==> config.mk <==
export PLATFORM = sky130hd
export DESIGN_NAME = demux1_2_reg
export DESIGN_NICKNAME = d
export VERILOG_FILES = /design/src/rtl/mips_pkg.sv /design/src/rtl/demux_slot.sv /design/src/rtl/demux1_2_reg.sv
export SDC_FILE = /design/constraint.sdc
export NUM_CORES = 1
export LEC_CHECK = 0
export CAP_MARGIN = 20
export CORE_ASPECT_RATIO = 1.5
export CORE_UTILIZATION = 40
export CTS_CLUSTER_DIAMETER = 150
export CTS_CLUSTER_SIZE = 30
export DETAILED_ROUTE_END_ITERATION = 10
export GPL_TIMING_DRIVEN = 0
export HOLD_SLACK_MARGIN = 0.1
export PLACE_DENSITY = 0.75
export REMOVE_ABC_BUFFERS = 1
export SLEW_MARGIN = 20
export SYNTH_ARGS = -nofsm -noshare
export SYNTH_HDL_FRONTEND = slang
export SYNTH_SLANG_ARGS = --single-unit
==> constraint.sdc <==
create_clock -name clk -period 1.45 [get_ports clk]
set_input_delay 0.2175 -clock clk [delete_from_list [all_inputs] [get_ports clk]]
set_output_delay 0.2175 -clock clk [all_outputs]
set_load 0.02 [all_outputs]
==> src/rtl/mips_pkg.sv <==
// mips_pkg: shared datapath widths and demux port select codes
package mips_pkg;
  localparam int WORD_W = 32;
  localparam int CNT_W_DEF = 16;
  localparam logic SEL_P0 = 1'b0;
  localparam logic SEL_P1 = 1'b1;
endpackage

==> src/rtl/demux_slot.sv <==
// demux_slot: one-entry valid/data holding slot with drain counter
module demux_slot
  import mips_pkg::*;
#(
  parameter int WIDTH = WORD_W,
  parameter int CNT_W = CNT_W_DEF
) (
  input  logic             clk,
  input  logic             rst_n,
  input  logic             i_load,
  input  logic [WIDTH-1:0] i_data,
  input  logic             i_ready,
  output logic             o_valid,
  output logic [WIDTH-1:0] o_data,
  output logic [CNT_W-1:0] o_cnt,
  output logic             o_free
);
  logic             r_valid;
  logic [WIDTH-1:0] r_data;
  logic [CNT_W-1:0] r_cnt;
  logic             w_drain;
  assign w_drain = r_valid & i_ready;
  // The slot can take a word if it is empty or emptying this cycle, giving pass-through.
  assign o_free  = ~r_valid | i_ready;
  assign o_valid = r_valid;
  assign o_data  = r_data;
  assign o_cnt   = r_cnt;
  // Valid follows load/drain, data changes only on load, counter bumps on every drain.
  always_ff @(posedge clk or negedge rst_n) begin
    if (!rst_n) begin
      r_valid <= 1'b0;
      r_data  <= '0;
      r_cnt   <= '0;
    end else begin
      r_valid <= i_load | (r_valid & ~i_ready);
      r_data  <= i_load ? i_data : r_data;
      r_cnt   <= w_drain ? r_cnt + CNT_W'(1) : r_cnt;
    end
  end
endmodule

==> src/rtl/demux1_2_reg.sv <==
// demux1_2_reg: registered 1-to-2 demultiplexer with per-port holding slots
module demux1_2_reg
  import mips_pkg::*;
#(
  parameter int WIDTH = WORD_W,
  parameter int CNT_W = CNT_W_DEF
) (
  input  logic             clk,
  input  logic             rst_n,
  input  logic             in_valid,
  output logic             in_ready,
  input  logic [WIDTH-1:0] in_data,
  input  logic             in_sel,
  output logic             out0_valid,
  input  logic             out0_ready,
  output logic [WIDTH-1:0] out0_data,
  output logic             out1_valid,
  input  logic             out1_ready,
  output logic [WIDTH-1:0] out1_data,
  output logic [CNT_W-1:0] cnt0,
  output logic [CNT_W-1:0] cnt1
);
  logic w_free0, w_free1, w_accept, w_load0, w_load1;
  // Readiness depends only on the selected slot, so a stalled port never blocks the other.
  assign in_ready = (in_sel == SEL_P1) ? w_free1 : w_free0;
  assign w_accept = in_valid & in_ready;
  assign w_load0  = w_accept & (in_sel == SEL_P0);
  assign w_load1  = w_accept & (in_sel == SEL_P1);
  demux_slot #(.WIDTH(WIDTH), .CNT_W(CNT_W)) u_slot0 (
    .clk(clk), .rst_n(rst_n), .i_load(w_load0), .i_data(in_data), .i_ready(out0_ready),
    .o_valid(out0_valid), .o_data(out0_data), .o_cnt(cnt0), .o_free(w_free0)
  );
  demux_slot #(.WIDTH(WIDTH), .CNT_W(CNT_W)) u_slot1 (
    .clk(clk), .rst_n(rst_n), .i_load(w_load1), .i_data(in_data), .i_ready(out1_ready),
    .o_valid(out1_valid), .o_data(out1_data), .o_cnt(cnt1), .o_free(w_free1)
  );
endmodule
## After elaboration in Yosys (flattened, before gate mapping)

Cells that the tools add are included.

| operators by class | value |
|---|---|
| add/sub/neg operators | 2 |
| multiply operators | 0 |
| div/mod/pow operators | 0 |
| magnitude comparators | 0 |
| equal/unequal tests | 0 |
| shift operators | 0 |
| multiplexer cells | 1 |
| bitwise logic cells | 16 |
| reduce and logical (&&, ||, !) cells | 0 |

Operators with widths:

| kind | count |
|---|---|
| $add 16x1->16 const B | 2 |
| $and 1x1->1 | 7 |
| $not 1->1 | 5 |
| $or 1x1->1 | 4 |
| $mux 1 | 1 |

| word-level totals | value |
|---|---|
| flip-flop bits (word level) | 98 |
| bits in latches | 0 |
| bits in writable memories | 0 |
| memory bits (read-only) | 0 |
| bits of input ports | 38 |
| output and inout port bits | 99 |
| memories | 0 |

## Logic depth before layout (Yosys ltp)

Gate-level depths: netlist of the first run.

| logic depth | value |
|---|---|
| depth after elaboration | 6 |
| gate-level depth with buffers | 5 |
| mapped depth without buffers | 5 |

## Hierarchy

From an unflattened synthesis of the first run, not the netlist that was laid out.

| second synthesis, totals | value |
|---|---|
| cells, all modules | 263 |
| area total of the unflattened synthesis | 3,853.7 um^2 |

By module, submodules not included:

| module | times used | cells an instance | area each (um^2) | seq. area each (um^2) |
|---|---|---|---|---|
| demux_slot | 2 | 130 | 1,910.6 | 1,226.2 |
| demux1_2_reg | 1 | 3 | 32.5 | 0.0 |

## Worst setup path after synthesis of the first run

OpenSTA, ideal clock, no wires.

| timing | value |
|---|---|
| kind | register to register |
| from | register u_slot0.r_cnt[0], in the netlist u_slot0.o_cnt[0] |
| to | register u_slot0.r_cnt[8], in the netlist u_slot0.o_cnt[8] |
| library setup time | 0.130 ns |
| data arrival time | 1.456 ns |
| slack | -0.136 ns |
| cell stages (with the launch flop) | 6 |
| buffers on the path | 0 |
| period minus slack after synthesis | 1.586 ns |
| cell sequence | dfrtp_1 ha_1 nand3_1 nor3_1 nand4_1 xnor2_1 |

| between the ends | value |
|---|---|
| longest elaborated chain between the ends | 1 |

RTL lines:

| what | line | RTL |
|---|---|---|
| from (decl) | demux_slot.sv:20 | `logic [CNT_W-1:0] r_cnt;` |
| from (signal assigned) | demux_slot.sv:37 | `r_cnt <= w_drain ? r_cnt + CNT_W'(1) : r_cnt;` |
| $add 16x1->16 | demux_slot.sv:37 |  |

No other way between the ends.
A chain may end at the register's enable or synchronous reset.

## Worst setup path in the final report of the first run

| timing | value |
|---|---|
| from | register u_slot0.r_valid, in the netlist u_slot0.o_valid |
| to | output port in_ready |

| between the ends | value |
|---|---|
| longest elaborated chain between the ends | 3 |

RTL lines:

| what | line | RTL |
|---|---|---|
| from (decl) | demux_slot.sv:18 | `logic r_valid;` |
| from (signal assigned) | demux_slot.sv:35 | `r_valid <= i_load \| (r_valid & ~i_ready);` |
| $not 1->1 | demux_slot.sv:24 | `assign o_free = ~r_valid \| i_ready;` |
| $or 1x1->1 | demux_slot.sv:24 |  |
| $mux 1 | demux1_2_reg.sv:25 | `assign in_ready = (in_sel == SEL_P1) ? w_free1 : w_free0;` |
| to (decl) | demux1_2_reg.sv:11 | `output logic in_ready,` |

No other way between the ends.

==> results of run 1 <==
[per-layer routing]
layer	vias up	wire, microns	track usage [%]
li1	1237	-	-
met1	1295	3300	21.4
met2	82	4530	28.8
met3	18	418	4.39
met4	0	323	10.3
met5	-	0	0
[worst paths after layout]
check,from,to,slack (ps),cells after the start
hold / removal,rst_n,u_slot0.o_data[6],300,2
min in group clk,out0_ready,u_slot0.o_valid,310,3
setup reg to reg,u_slot1.o_cnt[0],u_slot1.o_cnt[10],40,5
max in group asynchronous,rst_n,u_slot0.o_cnt[1],500,3
hold reg to reg,u_slot1.o_cnt[15],u_slot1.o_cnt[15],470,1
setup / recovery,u_slot0.o_valid,in_ready,8,3
[cells in the final DEF, fill, tap and decap left out, drive strengths merged, types with 3 or more instances in the layout]
cell and instances:
nand3 14, mux2 67, buf 22, nor2 6
dlygate4sd2 96, nand4 6, dfrtp 98, nand2 17
xnor2 24, clkdlybuf4s50 34, clkbuf 11, nor3 4
and3 3, xor2 6
[power by group]
| part | leakage, nW | switching, W | internal (W) | total [W] |
|---|---|---|---|---|
| registers | 1.20 | 0.000339 | 0.00321 | 0.00355 |
| logic | 1.40 | 0.00127 | 0.00116 | 0.00243 |
| clock network | 0.136 | 0.00102 | 0.00135 | 0.00236 |
[through the flow]
stage	total power [W]	TNS (ps)	instance area, sq um	cells
2_1_floorplan	0.00476	-57800	3810	255
3_3_place_gp	0.00605	-468900	5310	503
3_5_place_dp	0.00613	-46900	5400	507
4_1_cts	0.00825	-43.5	5660	530
5_1_grt	0.00877	-221	5790	539
6_report	0.00835	0	5790	539
[kinds of logic (layout without fill, tap and decap cells)]
| kind of cell | Yosys count | after routing |
|---|---|---|
| DFF | 98 | 98 |
| muxes | 67 | 67 |
| and+or+nand+nor | 57 | 57 |
| xor gates and xnor gates | 30 | 30 |
| buffers and inverters | 8 | 173 |
| adders and majority gates | 2 | 2 |
[cell type report]
cell class	count	area, sq um
fillers	774	3520
flip-flops and latches	98	2450
multi-input cells	156	1450
repair buffers	156	1440
clock buffers	11	233
well taps	112	140
clock inverters	5	62.6
inverters	1	3.75
[flip-flops by register name (all words and copies together), names as in the netlist]
name and flops:
u_slot0.o_cnt 16, u_slot0.o_data 32, u_slot0.o_valid 1, u_slot1.o_cnt 16, u_slot1.o_data 32, u_slot1.o_valid 1
[timing repair]
action / 4_1_cts / 5_1_grt
buffers inserted: 7 / 9
hold endpoints to repair: 73 / 0
resized for setup: 113 / 17
pin swaps: 6 / 8
setup endpoints to repair: 177 / 56
hold buffers: 1 / 0
==> impl_metrics.py, run 1 <==
metrics = {
    "place": {
        "post-place-ws_ps": -859,
        "gp_congestion": 0.800,
        "numPortBuffers": 136,
        "dpl.hpwl_microns": 6150,
    },
    "drt": {
        "drt_wl_total_microns": 8580,
        "viasPerCell": 4.88,
        "avgRoutedWirePerCell_microns": 15.9,
        "firstDrtPassIters": 2,
        "drc": 0,
        "vias": 2632,
        "drt-initial-drc-count": 64,
        "drtAntennaViolNets": 0,
    },
    "clocking": {
        "clock_latency_ps": 340,
        "cts-root-buf": "clkbuf_16",
        "clkSinkCount": 98,
        "h-tree-depth": 3,
        "numCtsBuffers": 9,
        "ctsLongestPathBuffers": 2,
        "cts_tree": "done",
        "clkSlewWorstSetupHoldPaths_ps": 70,
    },
    "floorplanning": {
        "fp.dieW_microns": 82.4,
        "start_util_pct": 41.6,
        "die-area_sq_mm": 0.0101,
        "pin_count": 137,
        "coreArea_sq_mm": 0.00931,
        "die_y_microns": 123,
        "rows": 43,
    },
    "worst_setup_path": {
        "critPathKind": "flip-flop to output port",
        "worstPathArrival_ps": 1220,
        "start_kind": "flip-flop",
        "crit_path_top_delay_cell": "dfrtp_1",
        "critPathTopFamily": "flip-flops",
        "slowest_delay_ps": 410,
        "crit_buf_inv": 1,
        "cp_max_fo": 3,
        "setup.worst_path.end_class": "output port",
        "worstPathCellList": "nand2b_4 -> mux2_4 -> buf_6",
        "crit_required_ps": 1230,
    },
    "synth": {
        "synth_edf_count": 0,
        "synth_adder_area_share_pct": 0.646,
        "synth_cell_types": 23,
        "synthCells": 262,
        "yosys.area.top_type": "dfrtp_1",
        "avgSynthCellArea_sq_um": 14.8,
        "postSynth.asyncResetShare_pct": 100,
        "synthMuxAreaShare_pct": 19.6,
        "synth_xor_area_share_pct": 6.78,
        "synthTopCellsByCount": "dfrtp_1 (98), mux2_2 (66), xnor2_1 (24)",
        "netlist_area_sq_mm": 0.00387,
        "yosysWarnings": 0,
        "synth-seq-area-share_pct": 63.3,
        "ys_seq_elements": 98,
        "synth_top_family_by_area": "multiplexers",
        "dominantRegCellSynth": "dfrtp_1",
        "synth_area_leaders": "dfrtp_1 (63%), mux2_2 (19%), xnor2_1 (5.4%)",
        "synthSimpleGateAreaFrac_pct": 7.98,
        "synth_most_common_cell": "dfrtp_1",
        "synth_compound_area_share_pct": 0,
        "synth_top_area_share_pct": 63.3,
    },
    "timing": {
        "rsz0062_at_grt": "true",
        "hold_viol_final": 0,
        "worstMarginPinSlew_ps": 362,
        "slew-limit-headroom_pct": 75.8,
        "setup_viol": 0,
        "post-route-min-period_ps": 1440,
        "hold_slack_ps": 302,
        "clock.fmax_mhz": 694,
        "fin_crit_sh_pct": 99.4,
        "finClkSkew_ps": 11.4,
        "fin_ws_ps": 8.17,
        "slew_violations": 0,
    },
    "finish": {
        "utilization_pct": 62.2,
        "antennaDiodeCount": 0,
        "syn2layout_area_growth_pct": 49.4,
        "nNetsFinal": 462,
        "drive_gt1_share_pct": 27.9,
    },
    "run": {
        "maxCapViolCount": 0,
    },
    "status": {
        "status": "finished, final reports clean",
    },
    "pwr": {
        "peakVddDrop_v": 0.000811,
        "p_leak_nw": 2.74,
        "powerDensity_mw_per_mm2": 1440,
    },
    "global_routing": {
        "grt_max_degree": 75,
        "gr-usage-all-layers_pct": 17.9,
        "grt_pass1_vias": 2637,
        "grt_pass1_wl_microns": 13100,
        "overflow": 0,
        "antenna_found_initial": 0,
    },
    "worst_hold_path": {
        "hold_class": "input pin to asynchronous set/reset pin",
    },
}
(Power assumes the default switching activity.)
==> run 2, diff against run 1 <==
Settings changed: SKIP_CTS_REPAIR_TIMING set to 1.
==> run 2 against run 1 <==
The flow now finishes with violations (negative setup slack). Wire length increased by 5.1%. Utilization up 4.5 points. Worst setup slack worse by 16 ps. Combinational power grew 6%. Count of clock-buffer cells in the layout unchanged. Sequential power barely moved. Final area is 7.3% higher. Largest power group unchanged.
==> impl_metrics.py, run 2 (synthesized netlist as in run 1, its figures left out) <==
metrics = {
    "worst_setup_path": {
        "r2r_cells": 5,
        "reg2reg_to": "u_slot1.o_cnt[10]",
        "setup.worst_path.end_class": "output port",
        "rrSetupSlack_ps": 10,
        "crit_end": "in_ready",
        "cp_max_fo": 4,
        "cp-startpoint": "u_slot0.o_valid",
        "start_kind": "flip-flop",
        "worstReg2RegStart": "u_slot1.o_valid",
        "crit_required_ps": 1230,
        "critPathKind": "flip-flop to output port",
        "worstPathArrival_ps": 1240,
    },
    "status": {
        "violations": "negative setup slack",
        "status": "finished with violations",
    },
    "finish": {
        "utilization_pct": 66.7,
        "antennaDiodeCount": 0,
        "drive_gt1_share_pct": 28.4,
        "syn2layout_area_growth_pct": 60.3,
        "nNetsFinal": 465,
        "final_common_cell": "dlymetal6s2s_1",
        "final_cell_mix": "dlymetal6s2s_1 (100), dfrtp_1 (94), mux2_2 (64)",
    },
    "drt": {
        "viasPerCell": 4.97,
        "avgRoutedWirePerCell_microns": 16.6,
        "highest_layer": "met4",
        "drtAntennaViolNets": 0,
        "drt-initial-drc-count": 69,
        "firstDrtPassIters": 4,
        "vias": 2696,
        "dr_wl_met2_microns": 4820,
        "route.met3.wl_microns": 477,
        "wl_met1_microns": 3430,
        "drc": 0,
        "drt_wl_total_microns": 9020,
    },
    "timing": {
        "fin_crit_sh_pct": 101,
        "finClkSkew_ps": 8.34,
        "post-route-min-period_ps": 1460,
        "setup_viol": 1,
        "hold_viol_final": 0,
        "slew-limit-headroom_pct": 75.0,
        "clock.fmax_mhz": 686,
        "fin_ws_ps": -7.66,
        "rsz0062_at_grt": "true",
        "slew_violations": 0,
        "worstMarginPinSlew_ps": 374,
        "hold_slack_ps": 285,
    },
    "clocking": {
        "clkSinkCount": 98,
        "ctsLongestPathBuffers": 2,
        "numCtsBuffers": 9,
        "cts-root-buf": "clkbuf_16",
        "cts_tree": "done",
        "h-tree-depth": 3,
        "clkSlewWorstSetupHoldPaths_ps": 60,
        "clock_latency_ps": 340,
    },
    "global_routing": {
        "antenna_found_initial": 0,
        "grt_pass1_vias": 2600,
        "grt_pass1_wl_microns": 12900,
        "grt_max_degree": 75,
        "gr-usage-all-layers_pct": 17.6,
        "overflow": 0,
    },
    "pwr": {
        "peakVddDrop_v": 0.000803,
        "finalPower_w": 0.00848,
        "powerDensity_mw_per_mm2": 1370,
        "p_leak_nw": 3.69,
    },
    "run": {
        "maxCapViolCount": 0,
    },
    "place": {
        "dpl.hpwl_microns": 6150,
        "gp_congestion": 0.800,
        "numPortBuffers": 136,
    },
    "floorplanning": {
        "pin_count": 137,
        "die-area_sq_mm": 0.0101,
        "rows": 43,
        "coreArea_sq_mm": 0.00931,
        "start_util_pct": 41.6,
        "die_y_microns": 123,
        "fp.dieW_microns": 82.4,
    },
    "worst_hold_path": {
        "hold_class": "input pin to flip-flop",
    },
}
[run 2: worst max-delay path: stages, from the launching register on]
cell      delay (ps)
dfrtp_2          420
nand2b_4          70
mux2_2           250
buf_2            160
[run 2: area by class of cell]
| type | count | area, sq um |
|---|---|---|
| Fill cell | 656 | 3100 |
| Sequential cell | 98 | 2460 |
| Timing Repair Buffer | 159 | 1890 |
| Multi-Input combinational cell | 156 | 1430 |
| Clock buffer | 11 | 233 |
| Tap cell | 112 | 140 |
| Clock inverter | 5 | 62.6 |
| Inverter | 1 | 3.75 |
[run 2: where the power goes]
group          total, W  internal, W  switching (W)
registers       0.00355      0.00322       0.000337
logic           0.00258      0.00134        0.00124
clock network   0.00235      0.00135        0.00101
total           0.00848      0.00590        0.00258
[run 2: routing by layer]
metal  track usage (%)  up-vias
met4              10.3        0
met2              28.2       87
met3              4.54       17
met1              21.0     1349
li1                  -     1243
met5                 0        -
[run 2: worst min path at each step]
stage                      startpoint           endpoint  cells past startpoint
floorplan                       rst_n   u_slot0.o_cnt[0]                      0
global placement    u_slot1.o_cnt[15]  u_slot1.o_cnt[15]                      1
detailed placement              rst_n  u_slot0.o_data[6]                      1
CTS                             rst_n  u_slot0.o_data[6]                      1
global route               out0_ready   u_slot0.o_cnt[0]                      3
finish                     out0_ready   u_slot0.o_cnt[2]                      3
[run 2: stage by stage]
step	setup TNS [ps]	std cells	worst slack [ps]	instance area (sq um)
2_1_floorplan	-57800	255	-1210	3810
3_3_place_gp	-468900	503	-3370	5310
3_5_place_dp	-46900	507	-859	5400
4_1_cts	-30430	523	-583	5690
5_1_grt	-810	542	-98.7	6210
6_report	-7.66	542	-7.66	6210
==> run 3, diff against run 2 <==
Settings changed: CORE_MARGIN set to 4.
==> run 3 against run 2 <==
Sequential share of layout area is 0.72 points higher. Register-to-register slack lost 20 ps. Count of clock-buffer cells in the layout up 1. Sequential cell count is the same. The flow still finishes with violations (negative setup slack). Clock skew down 0.87 ps. Maximum frequency shrank 0.48%. Worst hold slack better by 6.6 ps. Wire length up 2.2%. Highest routed layer unchanged. Critical endpoint is now u_slot1.o_cnt[11]. Final area is 1.8% lower. Global-route usage down 1.4 points.
==> impl_metrics.py, run 3 (synthesized netlist as in run 1, its figures left out) <==
metrics = {
    "drt": {
        "avgRoutedWirePerCell_microns": 17.1,
        "drt-initial-drc-count": 65,
        "vias": 2651,
        "viasPerCell": 4.93,
        "drt_wl_total_microns": 9220,
        "drtAntennaViolNets": 0,
        "drc": 0,
        "firstDrtPassIters": 4,
    },
    "timing": {
        "clock.fmax_mhz": 683,
        "fin_crit_sh_pct": 101,
        "setup_viol": 2,
        "slew_violations": 0,
        "post-route-min-period_ps": 1460,
        "rsz0062_at_grt": "true",
        "hold_viol_final": 0,
        "finClkSkew_ps": 7.47,
        "fin_tns_setup_ps": -28.7,
        "worstMarginPinSlew_ps": 415,
        "slew-limit-headroom_pct": 72.3,
        "fin_ws_ps": -14.6,
    },
    "place": {
        "numPortBuffers": 136,
        "dpl.hpwl_microns": 6590,
        "gp_congestion": 0.753,
    },
    "floorplanning": {
        "die-area_sq_mm": 0.0114,
        "fp.dieW_microns": 88.4,
        "pin_count": 137,
        "start_util_pct": 41.4,
        "die_y_microns": 129,
        "rows": 43,
        "coreArea_sq_mm": 0.00936,
    },
    "finish": {
        "syn2layout_area_growth_pct": 57.4,
        "nNetsFinal": 462,
        "final_common_cell": "dlymetal6s2s_1",
        "drive_gt1_share_pct": 27.0,
        "antennaDiodeCount": 0,
        "final_cell_mix": "dlymetal6s2s_1 (99), dfrtp_1 (94), mux2_2 (66)",
        "utilization_pct": 65.1,
    },
    "pwr": {
        "p_leak_nw": 3.63,
        "peakVddDrop_v": 0.000772,
        "powerDensity_mw_per_mm2": 1350,
    },
    "clocking": {
        "clkSinkCount": 98,
        "cts_tree": "done",
        "h-tree-depth": 3,
        "cts-root-buf": "clkbuf_16",
        "clkSlewWorstSetupHoldPaths_ps": 70,
        "clock_latency_ps": 330,
        "ctsLongestPathBuffers": 2,
        "numCtsBuffers": 9,
    },
    "worst_setup_path": {
        "worstPathArrival_ps": 1680,
        "rrSetupSlack_ps": -10,
        "critPathKind": "flip-flop to flip-flop",
        "crit_required_ps": 1670,
        "worstPathCellList": "buf_6 -> nand4_1 -> buf_4 -> nor3_4 -> nand4_1 -> xnor2_1",
        "crit_top_cell": "nand4_1",
        "start_kind": "flip-flop",
        "crit_path_top_delay_cell": "dfrtp_2",
        "cp_max_fo": 4,
        "slowest_delay_ps": 430,
        "crit_buf_inv": 2,
        "critPathTopFamily": "simple AND/OR/NAND/NOR gates",
        "setup.worst_path.end_class": "flip-flop",
    },
    "global_routing": {
        "grt_pass1_wl_microns": 13900,
        "grt_pass1_vias": 2742,
        "overflow": 0,
        "grt_max_degree": 82,
        "antenna_found_initial": 0,
        "gr-usage-all-layers_pct": 16.2,
    },
    "worst_hold_path": {
        "hold_class": "input pin to asynchronous set/reset pin",
    },
    "status": {
        "status": "finished with violations",
        "violations": "negative setup slack",
    },
    "run": {
        "maxCapViolCount": 0,
    },
}
[run 3: changes by cell type in the layout (fill, tap and decap cells not counted), moves of 2 or more]
cell        previous run  this run
buf_6                  5         2
mux2_2                64        66
clkinvlp_4             2         0
clkbuf_16             11         9
buf_4                 12        14
mux2_4                 3         1
[run 3: path summary, 6_finish.rpt]
check / from / to / cells after the start
min in group clk: out1_ready / u_slot1.o_cnt[2] / 3
worst max-delay path: u_slot1.o_valid / u_slot1.o_cnt[11] / 6
worst max register to register: u_slot1.o_valid / u_slot1.o_cnt[11] / 6
worst min-delay path: rst_n / u_slot1.o_data[26] / 2
worst min register to register: u_slot1.o_cnt[15] / u_slot1.o_cnt[15] / 1
max in group asynchronous: rst_n / u_slot0.o_cnt[0] / 3
[run 3: worst register-to-register path, stage by stage (launching register included)]
cell	delay [ps]
dfrtp_2	430
buf_6	120
nand4_1	150
buf_4	200
nor3_4	170
nand4_1	140
xnor2_1	140
[run 3: metrics by stage]
step | instances | worst slack (ps) | cell area (sq um) | hold WS, ps | power [W]
final | 538 | -14.6 | 6100 | 291 | 0.00823
after detailed placement | 507 | -725 | 5400 | 65.0 | 0.00615
after floorplan | 255 | -1210 | 3810 | -78.1 | 0.00476
after global placement | 503 | -3350 | 5310 | 464 | 0.00607
after global routing | 538 | -116 | 6100 | 295 | 0.00868
after CTS | 522 | -606 | 5660 | -304 | 0.00831
[run 3: where the power goes]
part           switching [W]  internal, W  total [W]
registers           0.000357      0.00322    0.00358
clock network       0.000957      0.00117    0.00212
logic                0.00123      0.00130    0.00253
[run 3: routing by layer]
metal / track usage [%] / vias up / routed length (microns)
li1: - / 1234 / -
met3: 4.55 / 14 / 561
met4: 7.47 / 0 / 233
met2: 28.0 / 80 / 5040
met1: 18.2 / 1323 / 3380
met5: 0 / - / 0
[run 3: layout make-up]
class	instances	area (sq um)
Sequential cell	98	2460
Multi-Input combinational cell	156	1410
Fill cell	697	3260
Clock buffer	12	236
Tap cell	112	140
Inverter	1	3.75
Timing Repair Buffer	156	1820
Clock inverter	3	26.3
